$ cat src/rtl/pipeline_stall_controller.sv
// pipeline_stall_controller: hazard stall/flush/freeze control for a 5-stage pipeline
// with a saturating stall-cycle counter.
module pipeline_stall_controller (
   input  logic        CLK,
   input  logic        reset,
   input  logic        LoadUseReq,
   input  logic        BranchDepEx,
   input  logic        BranchDepLoad,
   input  logic        BranchTaken,
   input  logic        MemBusy,
   input  logic        CntClr,
   output logic        PCWrite,
   output logic        IF_ID_Write,
   output logic        IF_ID_Flush,
   output logic        Stall,
   output logic        Freeze,
   output logic        Busy,
   output logic [15:0] StallCycles
);
   typedef enum logic [1:0] {RUN, HOLD, FREEZE} stateT;
   stateT state, nextState, cur;
   logic retHold, req;
   always_ff @(posedge CLK) begin
      if (reset) begin
         state       <= RUN;
         retHold     <= 1'b0;
         StallCycles <= '0;
      end else begin
         state <= nextState;
         if (MemBusy && state != FREEZE) retHold <= state == HOLD;
         if (CntClr) StallCycles <= '0;
         else if (!PCWrite && StallCycles != 16'hFFFF) StallCycles <= StallCycles + 16'd1;
      end
   end
   // A FREEZE that just released behaves as the state it interrupted, in the same cycle.
   always_comb begin
      req         = LoadUseReq | BranchDepEx | BranchDepLoad;
      cur         = state == FREEZE ? (retHold ? HOLD : RUN) : state;
      nextState   = cur;
      PCWrite     = 1'b1;
      IF_ID_Write = 1'b1;
      IF_ID_Flush = 1'b0;
      Stall       = 1'b0;
      Freeze      = 1'b0;
      Busy        = cur != RUN;
      if (reset) begin
         PCWrite     = 1'b0;
         IF_ID_Write = 1'b0;
         Stall       = 1'b1;
         Busy        = 1'b0;
         nextState   = RUN;
      end else if (MemBusy) begin
         PCWrite     = 1'b0;
         IF_ID_Write = 1'b0;
         Freeze      = 1'b1;
         Busy        = state != RUN;
         nextState   = FREEZE;
      end else if (cur == HOLD) begin
         PCWrite     = 1'b0;
         IF_ID_Write = 1'b0;
         Stall       = 1'b1;
         nextState   = RUN;
      end else if (req) begin
         PCWrite     = 1'b0;
         IF_ID_Write = 1'b0;
         Stall       = 1'b1;
         nextState   = BranchDepLoad ? HOLD : RUN;
      end else begin
         IF_ID_Flush = BranchTaken;
         nextState   = RUN;
      end
   end
endmodule
$ cat config.mk
export PLATFORM = sky130hd
export DESIGN_NAME = pipeline_stall_controller
export DESIGN_NICKNAME = d
export VERILOG_FILES = /design/src/rtl/pipeline_stall_controller.sv
export SDC_FILE = /design/constraint.sdc
export NUM_CORES = 1
export LEC_CHECK = 0
export CAP_MARGIN = 10
export CORE_UTILIZATION = 54
export DETAILED_ROUTE_END_ITERATION = 8
export DONT_BUFFER_PORTS = 1
export HOLD_SLACK_MARGIN = 0.03
export PLACE_DENSITY_LB_ADDON = 0.25
export SLEW_MARGIN = 20
export SYNTH_ARGS = -nofsm -noshare
export SYNTH_HDL_FRONTEND = slang
export SYNTH_SLANG_ARGS = --single-unit
$ cat constraint.sdc
create_clock -name CLK -period 1.6 [get_ports CLK]
set_input_delay 0.16 -clock CLK [delete_from_list [all_inputs] [get_ports CLK]]
set_output_delay 0.16 -clock CLK [all_outputs]
set_load 0.005 [all_outputs]
Yosys cells after proc, flatten, opt, wreduce, memory -nomap -nowiden
Index checks and enable logic that the tools add are counted.
{"block": "op_classes", "addsub": 1, "eq_ne": 5, "mux": 22, "bitwise_logic": 3, "n_reduce_logical": 7}
{"operator": "2-to-1 mux 1 bit", "n": 20}
{"operator": "adder 16 x 1 -> 16 bit (second input constant)", "n": 1}
{"operator": "inequality test 16 bit (second input constant)", "n": 1}
{"operator": "== test 2 x 1 -> 1 bit (second input constant)", "n": 2}
{"operator": "2-to-1 mux 2 bit", "n": 2}
{"operator": "nonzero test 2 bit", "n": 2}
{"operator": "OR reduction 4 bit", "n": 1}
{"operator": "== test 2 bit (second input constant)", "n": 1}
{"operator": "logical AND 1 bit", "n": 2}
{"operator": "inequality test 2 bit (second input constant)", "n": 1}
{"operator": "OR 1 bit", "n": 2}
{"operator": "OR reduction 2 bit", "n": 1}
{"operator": "zero test 1 bit", "n": 1}
{"operator": "NOT 1 bit", "n": 1}
{"block": "totals", "regBits": 19, "inputBits": 8, "output_inout_bits": 22, "word_cells": 42}

Depth between registers and ports, before layout
Gate-level depths: netlist of the first run.
{"block": "depth", "ltp_word": 8, "depth_mapped": 7, "mapped_depth_nobuf": 6}

Least setup slack after synthesis of the first run
OpenSTA, ideal clock, no wires.
{"block": "synth_path", "kind": "flip-flop to flip-flop", "start": "register StallCycles[13]", "end": "register StallCycles[0]", "setup_ns": 0.117, "arrival_time_ns": 1.589, "required_ns": 1.483, "path_slack_ns": -0.106, "stages_incl_launch_ff": 7, "path_buffers": 1, "synth_period_minus_slack_ns": 1.706, "cell_sequence": "dfxtp_1 > nand4_2 > or4_4 > buf_6 > o21ai_4 > xor2_1 > nor2_1"}
{"block": "synth_between", "elab_chain_cells": 2}
{"element": "start, declared", "line_no": "18", "source": "output logic [15:0] StallCycles"}
{"element": "start signal, assigned", "line_no": "32", "source": "else if (!PCWrite && StallCycles != 16'hFFFF) StallCycles <= StallCycles + 16'd1;"}
{"element": "inequality test 16 bit", "line_no": "32"}
{"element": "logical AND 1 bit", "line_no": "32"}
No other way between the ends.
A chain may end at the register's enable or synchronous reset.

Final worst setup path of the first run
{"block": "layout_path", "start": "register state[0]", "end": "register StallCycles[9]"}
{"block": "layout_between", "elab_chain_cells": 8}
{"element": "start, declared", "line_no": "21", "source": "stateT state, nextState, cur;"}
{"element": "start signal, assigned", "line_no": "29", "source": "state <= nextState;"}
{"element": "== test 2 bit", "line_no": "38", "source": "cur = state == FREEZE ? (retHold ? HOLD : RUN) : state;"}
{"element": "2-to-1 mux 2 bit *", "line_no": "38"}
{"element": "== test 2 x 1 -> 1 bit *", "line_no": "58", "source": "end else if (cur == HOLD) begin"}
{"element": "2-to-1 mux 1 bit *", "line_no": "58"}
{"element": "2-to-1 mux 1 bit *", "line_no": "52", "source": "end else if (MemBusy) begin"}
{"element": "2-to-1 mux 1 bit *", "line_no": "46", "source": "if (reset) begin"}
{"element": "zero test 1 bit *", "line_no": "32"}
{"element": "logical AND 1 bit *", "line_no": "32"}
Every way passes the cells marked *; elsewhere a longest branch is shown, timed or not.

==> results.yml, run 1 <==
run_status:
  status: "complete, but fails checks"
  violations: "negative setup slack"
floorplanning:
  core_um2: 1780
  die_y_um: 46.3
  row_count: 15
  fp.dieW_um: 46.3
  dieArea_um2: 2140
  io_pins: 30
  start_util: 0.594
synthesis:
  ys_warn_count: 0
  syn_area_um2: 1060
  synth_ff_type: "dfxtp_1"
  synth_edf_count: 0
  avgSynthCellArea_um2: 8.76
  postSynthCellCount: 121
  ys_ff_latch: 19
  synth_fp_nets: 130
  ys_types: 45
  synthArstFlopShare: 0
  ys_seq_area_frac: 0.359
drt:
  drt-vias-per-instance: 6.32
  drc_errors: 0
  drt-initial-drc-count: 63
  drt_first_pass_iters: 4
  wirelength_um: 4270
  ant_nets: 0
  post_drt_wl_per_cell_um: 22.3
  vias: 1213
clocking:
  cts_buffer_depth: 2
  htree_levels: 1
  clock_sinks: 19
  tritoncts.num_buffers: 3
  worstSkewPairLatency_ns: 0.31
  clock-root-buffer: "clkbuf_4"
  cts_tree: "done"
  clkTransAtPathRegs_ns: 0.12
place:
  gp_congestion: 0.809
  dpl_cell_area_um2: 1330
  place_hpwl_um: 2040
  placedCellCount: 172
  place.port_buffers: 0
global_route:
  antenna_found_initial: 0
  grt_max_degree: 15
  grt_usage: 0.340
  grt_pass1_vias: 1085
  grt-ovfl-total: 0
  grt_pass1_wl_um: 5090
timing:
  setup_violations: 12
  setup_tns_ns: -0.937
  finClkSkew_ns: 0.0107
  hold_viol: 0
  tightest_slew_ns: 0.435
  maxSlewViolCount: 0
  period_share: 1.12
  layout_setup_ws_ns: -0.192
  relSlewSlack: 0.708
  rsz0062_at_grt: "true"
  fmax_ghz: 0.558
  period_needed_ns: 1.79
  hold_slack_ns: 0.0671
critical_path:
  crit_fanout: 5
  cp-start-kind: "register"
  reg2reg_slack_ns: -0.19
  critical_path.startpoint: "state[0]$_SDFF_PP0_"
  worst-r2r-cell-count: 6
  path_class: "register to register"
  timing.rr.end: "StallCycles[9]$_SDFFE_PP0P_"
  cp-end-kind: "register"
  critPathRequiredTime_ns: 1.81
  cp.arrival_ns: 2.01
  worst_setup_path_endpoint: "StallCycles[9]$_SDFFE_PP0P_"
  r2r_start: "state[0]$_SDFF_PP0_"
worst_hold_path:
  hold_class: "input pin to register"
  hold_depth: 3
cells_and_area:
  fin_nets: 177
  syn_to_final_growth_pct: 51.1
  final_cell_mix: "buf_4, nor2_1, dfxtp_2"
  finalNonFillerCells: 192
  layout_commonest_cell: "buf_4"
  diodes: 0
  drive_above_1_share: 0.539
  design_area_um2: 1600
power:
  p_per_area_nw_per_um2: 506
  irDropWorstVdd_uv: 577
  finalPower_uw: 810
  power.leakage_nw: 0.619
flow_run:
  drv_cap: 0
[critical path: stages (launching register included)]
cell       delay [ns]
dfxtp_2          0.35
and3b_1          0.23
nand4bb_4        0.21
buf_6            0.13
o21ai_4          0.07
or4_1            0.46
a21oi_1          0.26
[power breakdown]
group | switching, mW | total [mW] | internal [mW]
combinational | 0.0377 | 0.0773 | 0.0397
sequential | 0.00671 | 0.473 | 0.467
clock | 0.162 | 0.259 | 0.0974
total | 0.206 | 0.810 | 0.604
[final cells by class]
cell class	count	area, um^2
fillers	81	181
multi-input cells	92	714
repair buffers	47	384
clock buffers	4	26.3
inverters	5	23.8
flip-flops and latches	19	422
well taps	25	31.3
[timing repair]
item / 4_1_cts / 5_1_grt
buffers inserted: 6 / 4
gates cloned: 1 / 0
endpoints found under the hold margin: 3 / 2
hold buffers: 3 / 2
pin swaps: 4 / 20
resized for setup: 10 / 23
endpoints found under the setup margin: 9 / 17
[registers in the layout, summed over array words and instances (netlist names)]
signal,cells
StallCycles,16
retHold,1
state,2
[how the worst min path moves through the flow]
| stage | start | end | slack, ns |
|---|---|---|---|
| finish | reset | StallCycles[1]$_SDFFE_PP0P_ | 0.07 |
| floorplan | reset | state[1]$_SDFF_PP0_ | 0.23 |
| global route | reset | StallCycles[1]$_SDFFE_PP0P_ | 0.05 |
| CTS | MemBusy | retHold$_SDFFE_PP0P_ | 0.03 |
| detailed placement | reset | state[1]$_SDFF_PP0_ | 0.24 |
| global placement | reset | state[1]$_SDFF_PP0_ | 0.23 |
[routing by layer]
| layer | track usage | routed length (um) | vias to the layer above |
|---|---|---|---|
| met4 | 0.200 | 265 | 0 |
| met5 | 0 | 0 | - |
| met3 | 0.0627 | 322 | 26 |
| li1 | - | - | 528 |
| met2 | 0.556 | 2110 | 92 |
| met1 | 0.407 | 1570 | 567 |
[cell usage after synthesis, drive strengths merged (2+ instances only)]
cell type	count	area (um^2)
dfxtp	19	380
nor2	18	67.6
xor2	8	70.1
nand3	7	45.0
nand4	6	43.8
o21ai	6	41.3
a21oi	5	25.0
inv	5	21.3
nand2	5	18.8
or4	5	45.0
buf	4	38.8
and3	3	20.0
nor4	3	18.8
or2	3	18.8
and2	2	12.5
clkbuf	2	7.51
nor2b	2	12.5
nor3	2	15.0
o211ai	2	20.0
o31ai	2	15.0
xnor2	2	17.5
[kinds of logic (layout without fill, tap and decap cells)]
kind of cell / Yosys count / after routing / share of synthesized area
AO/OA/AOI/OAI: 18 / 19 / 0.119
XOR/XNOR: 10 / 10 / 0.0827
adder cells (fa/ha/maj): 1 / 1 / 0.0118
buffers and inverters: 11 / 56 / 0.0637
flip-flops: 19 / 19 / 0.359
AND/OR/NAND/NOR: 62 / 62 / 0.364
[stage by stage]
stage,utilization,setup WS (ns)
6_report,0.898,-0.192
3_3_place_gp,0.744,0.0131
3_5_place_dp,0.744,-0.0367
5_1_grt,0.898,-0.237
4_1_cts,0.823,-0.0191
2_1_floorplan,-,-0.0300
Power figures use the tool's default switching activity.
==> inputs of run 2 (changes only) <==
--- a/config.mk
+++ b/config.mk
@@ -6,6 +6,7 @@
 export NUM_CORES = 1
 export LEC_CHECK = 0
 export CAP_MARGIN = 10
+export CORE_MARGIN = 3
 export CORE_UTILIZATION = 54
 export DETAILED_ROUTE_END_ITERATION = 8
 export DONT_BUFFER_PORTS = 1
==> run 2 against run 1 <==
  * The flow still finishes with violations (negative setup slack)
  * First-iteration DRC count fell by 46%
  * Die area rose by 18%
  * Register-to-register slack improved by 0.19 ns
  * Critical path depth fell by 1
  * Clock power fell by 6%
  * Flip-flop and latch count did not move
  * Cell area fell by 9.7%
  * Total power fell by 3.9%
  * Worst setup slack improved by 0.16 ns
  * Sequential share of layout area rose by 2.2 points
  * Critical endpoint is now IF_ID_Flush
  * Largest cell class unchanged
  * Largest power group unchanged
  * Highest routed layer unchanged
==> results.yml, run 2 (synthesis results as in run 1) <==
run_status:
  status: "complete, but fails checks"
  violations: "negative setup slack"
timing:
  period_share: 1.02
  maxSlewViolCount: 0
  hold_slack_ns: 0.0391
  period_needed_ns: 1.63
  rsz0062_at_grt: "true"
  relSlewSlack: 0.731
  setup_violations: 3
  layout_setup_ws_ns: -0.0302
  finClkSkew_ns: 0.00342
  fmax_ghz: 0.613
  hold_viol: 0
  tightest_slew_ns: 0.401
clocking:
  cts_buffer_depth: 2
  tritoncts.num_buffers: 3
  clock_sinks: 19
  worstSkewPairLatency_ns: 0.30
  cts_tree: "done"
  clock-root-buffer: "clkbuf_4"
  clkTransAtPathRegs_ns: 0.10
  htree_levels: 1
place:
  placedCellCount: 170
  place.port_buffers: 0
  gp_congestion: 0.820
  place_hpwl_um: 2020
cells_and_area:
  final_cell_mix: "buf_4, nor2_1, dfxtp_2"
  fin_util: 0.811
  layout_commonest_cell: "buf_4"
  fin_nets: 167
  seqCellArea_um2: 413
  reg_top3: "StallCycles: 16 flops, state: 2 flops, retHold: 1 flops"
  syn_to_final_growth_pct: 36.5
  finalNonFillerCells: 182
  nFillCells: 111
  diodes: 0
  largest_reg_flops: 16
  multi_input_area_um2: 654
  regMostFlops: "StallCycles"
  drive_above_1_share: 0.471
global_route:
  grt_pass1_wl_um: 4730
  grt-ovfl-total: 0
  antenna_found_initial: 0
  grt_pass1_vias: 1043
  grt_usage: 0.246
  grt_max_degree: 15
power:
  switching_share: 0.237
  seq_power_share: 0.612
  power.leakage_nw: 0.543
  p_clk_frac: 0.312
  p_per_area_nw_per_um2: 538
  power_frac_comb: 0.076
  irDropWorstVdd_uv: 645
  p_sw_uw: 185
  intPower_uw: 594
drt:
  ant_nets: 0
  drt_first_pass_iters: 4
  wirelength_um: 2810
  post_drt_wl_per_cell_um: 15.4
  drt-initial-drc-count: 34
  drt-vias-per-instance: 5.90
  drc_errors: 0
  vias: 1073
floorplanning:
  start_util: 0.594
  die_y_um: 50.3
  row_count: 15
  core_um2: 1780
  dieArea_um2: 2530
  io_pins: 30
  fp.dieW_um: 50.3
flow_run:
  drv_cap: 0
critical_path:
  cp-start-kind: "register"
  path_class: "register to primary output"
  critPathRequiredTime_ns: 1.44
  cp.arrival_ns: 1.47
  cp-end-kind: "primary output"
  crit_fanout: 4
worst_hold_path:
  hold_class: "input pin to register"
[run 2: changes by cell type in the layout (fill, tap and decap cells not counted), moves of 2 or more]
cell,previous run,this run
buf_4,37,31
buf_6,5,3
dfxtp_2,9,11
dfxtp_4,8,5
dlygate4sd3_1,5,3
nand2_1,3,5
nand2_2,2,0
nor4_1,0,3
nor4_2,2,0
[run 2: power groups by stage]
| stage | logic (mW) | clock network [mW] | registers [mW] |
|---|---|---|---|
| after global routing | 0.0645 | 0.273 | 0.478 |
| after floorplan | 0.0319 | 0 | 0.486 |
| after CTS | 0.0566 | 0.251 | 0.476 |
| after detailed placement | 0.0462 | 0 | 0.486 |
| final | 0.0591 | 0.243 | 0.477 |
| after global placement | 0.0451 | 0 | 0.485 |
[run 2: what timing repair did]
| item | CTS | global route |
|---|---|---|
| cloned | 1 | 0 |
| pin swaps | 9 | 5 |
| hold endpoints to repair | 3 | 0 |
| gates resized for setup | 5 | 10 |
| setup endpoints to repair | 7 | 16 |
| hold buffers | 3 | 0 |
| setup buffers | 4 | 0 |
[run 2: final cells by class]
cell class | instances | area share
clock inverter | 1 | 0.00346
inverter | 5 | 0.0164
tap | 25 | 0.0216
timing repair buffer | 37 | 0.205
clock buffer | 3 | 0.0156
sequential | 19 | 0.285
multi-input combinational | 92 | 0.452
[run 2: per-stage QoR]
step / TNS, ns / instance area (um^2) / total power, mW / setup slack (ns)
floorplan: -0.0343 / 1100 / 0.518 / -0.0300
global placement: 0 / 1310 / 0.531 / 0.0247
detailed placement: -0.0425 / 1310 / 0.532 / -0.0234
CTS: -0.0425 / 1420 / 0.783 / -0.0421
global route: -0.665 / 1450 / 0.816 / -0.109
finish: -0.0380 / 1450 / 0.779 / -0.0302
[run 2: final timing paths]
check                                    from                     endpoint  slack (ns)  depth (start not counted)
setup / recovery          state[0]$_SDFF_PP0_                  IF_ID_Flush       -0.03                          5
hold reg to reg          retHold$_SDFFE_PP0P_         retHold$_SDFFE_PP0P_        0.54                          2
setup reg to reg  StallCycles[8]$_SDFFE_PP0P_  StallCycles[0]$_SDFFE_PP0P_           0                          5
hold / removal                        MemBusy         retHold$_SDFFE_PP0P_        0.04                          2
[run 2: critical path, stage by stage, from the launching register on]
cell,delay (ns)
dfxtp_2,0.36
and3b_1,0.19
nand4bb_4,0.28
inv_6,0.11
buf_6,0.11
and2_4,0.13
[run 2: per-layer routing]
| layer | track usage | vias up | share of wire |
|---|---|---|---|
| li1 | - | 514 | - |
| met1 | 0.315 | 502 | 0.42 |
| met2 | 0.385 | 48 | 0.47 |
| met3 | 0.0475 | 9 | 0.083 |
| met4 | 0.135 | 0 | 0.024 |
| met5 | 0 | - | 0 |
==> inputs of run 3 (changes only) <==
--- a/config.mk
+++ b/config.mk
@@ -5,7 +5,7 @@
 export SDC_FILE = /design/constraint.sdc
 export NUM_CORES = 1
 export LEC_CHECK = 0
-export CAP_MARGIN = 10
+export CAP_MARGIN = 20
 export CORE_MARGIN = 3
 export CORE_UTILIZATION = 54
 export DETAILED_ROUTE_END_ITERATION = 8
==> results of run 3 <==
Same layout as run 2: the final DEF is identical, and so are final timing and power.
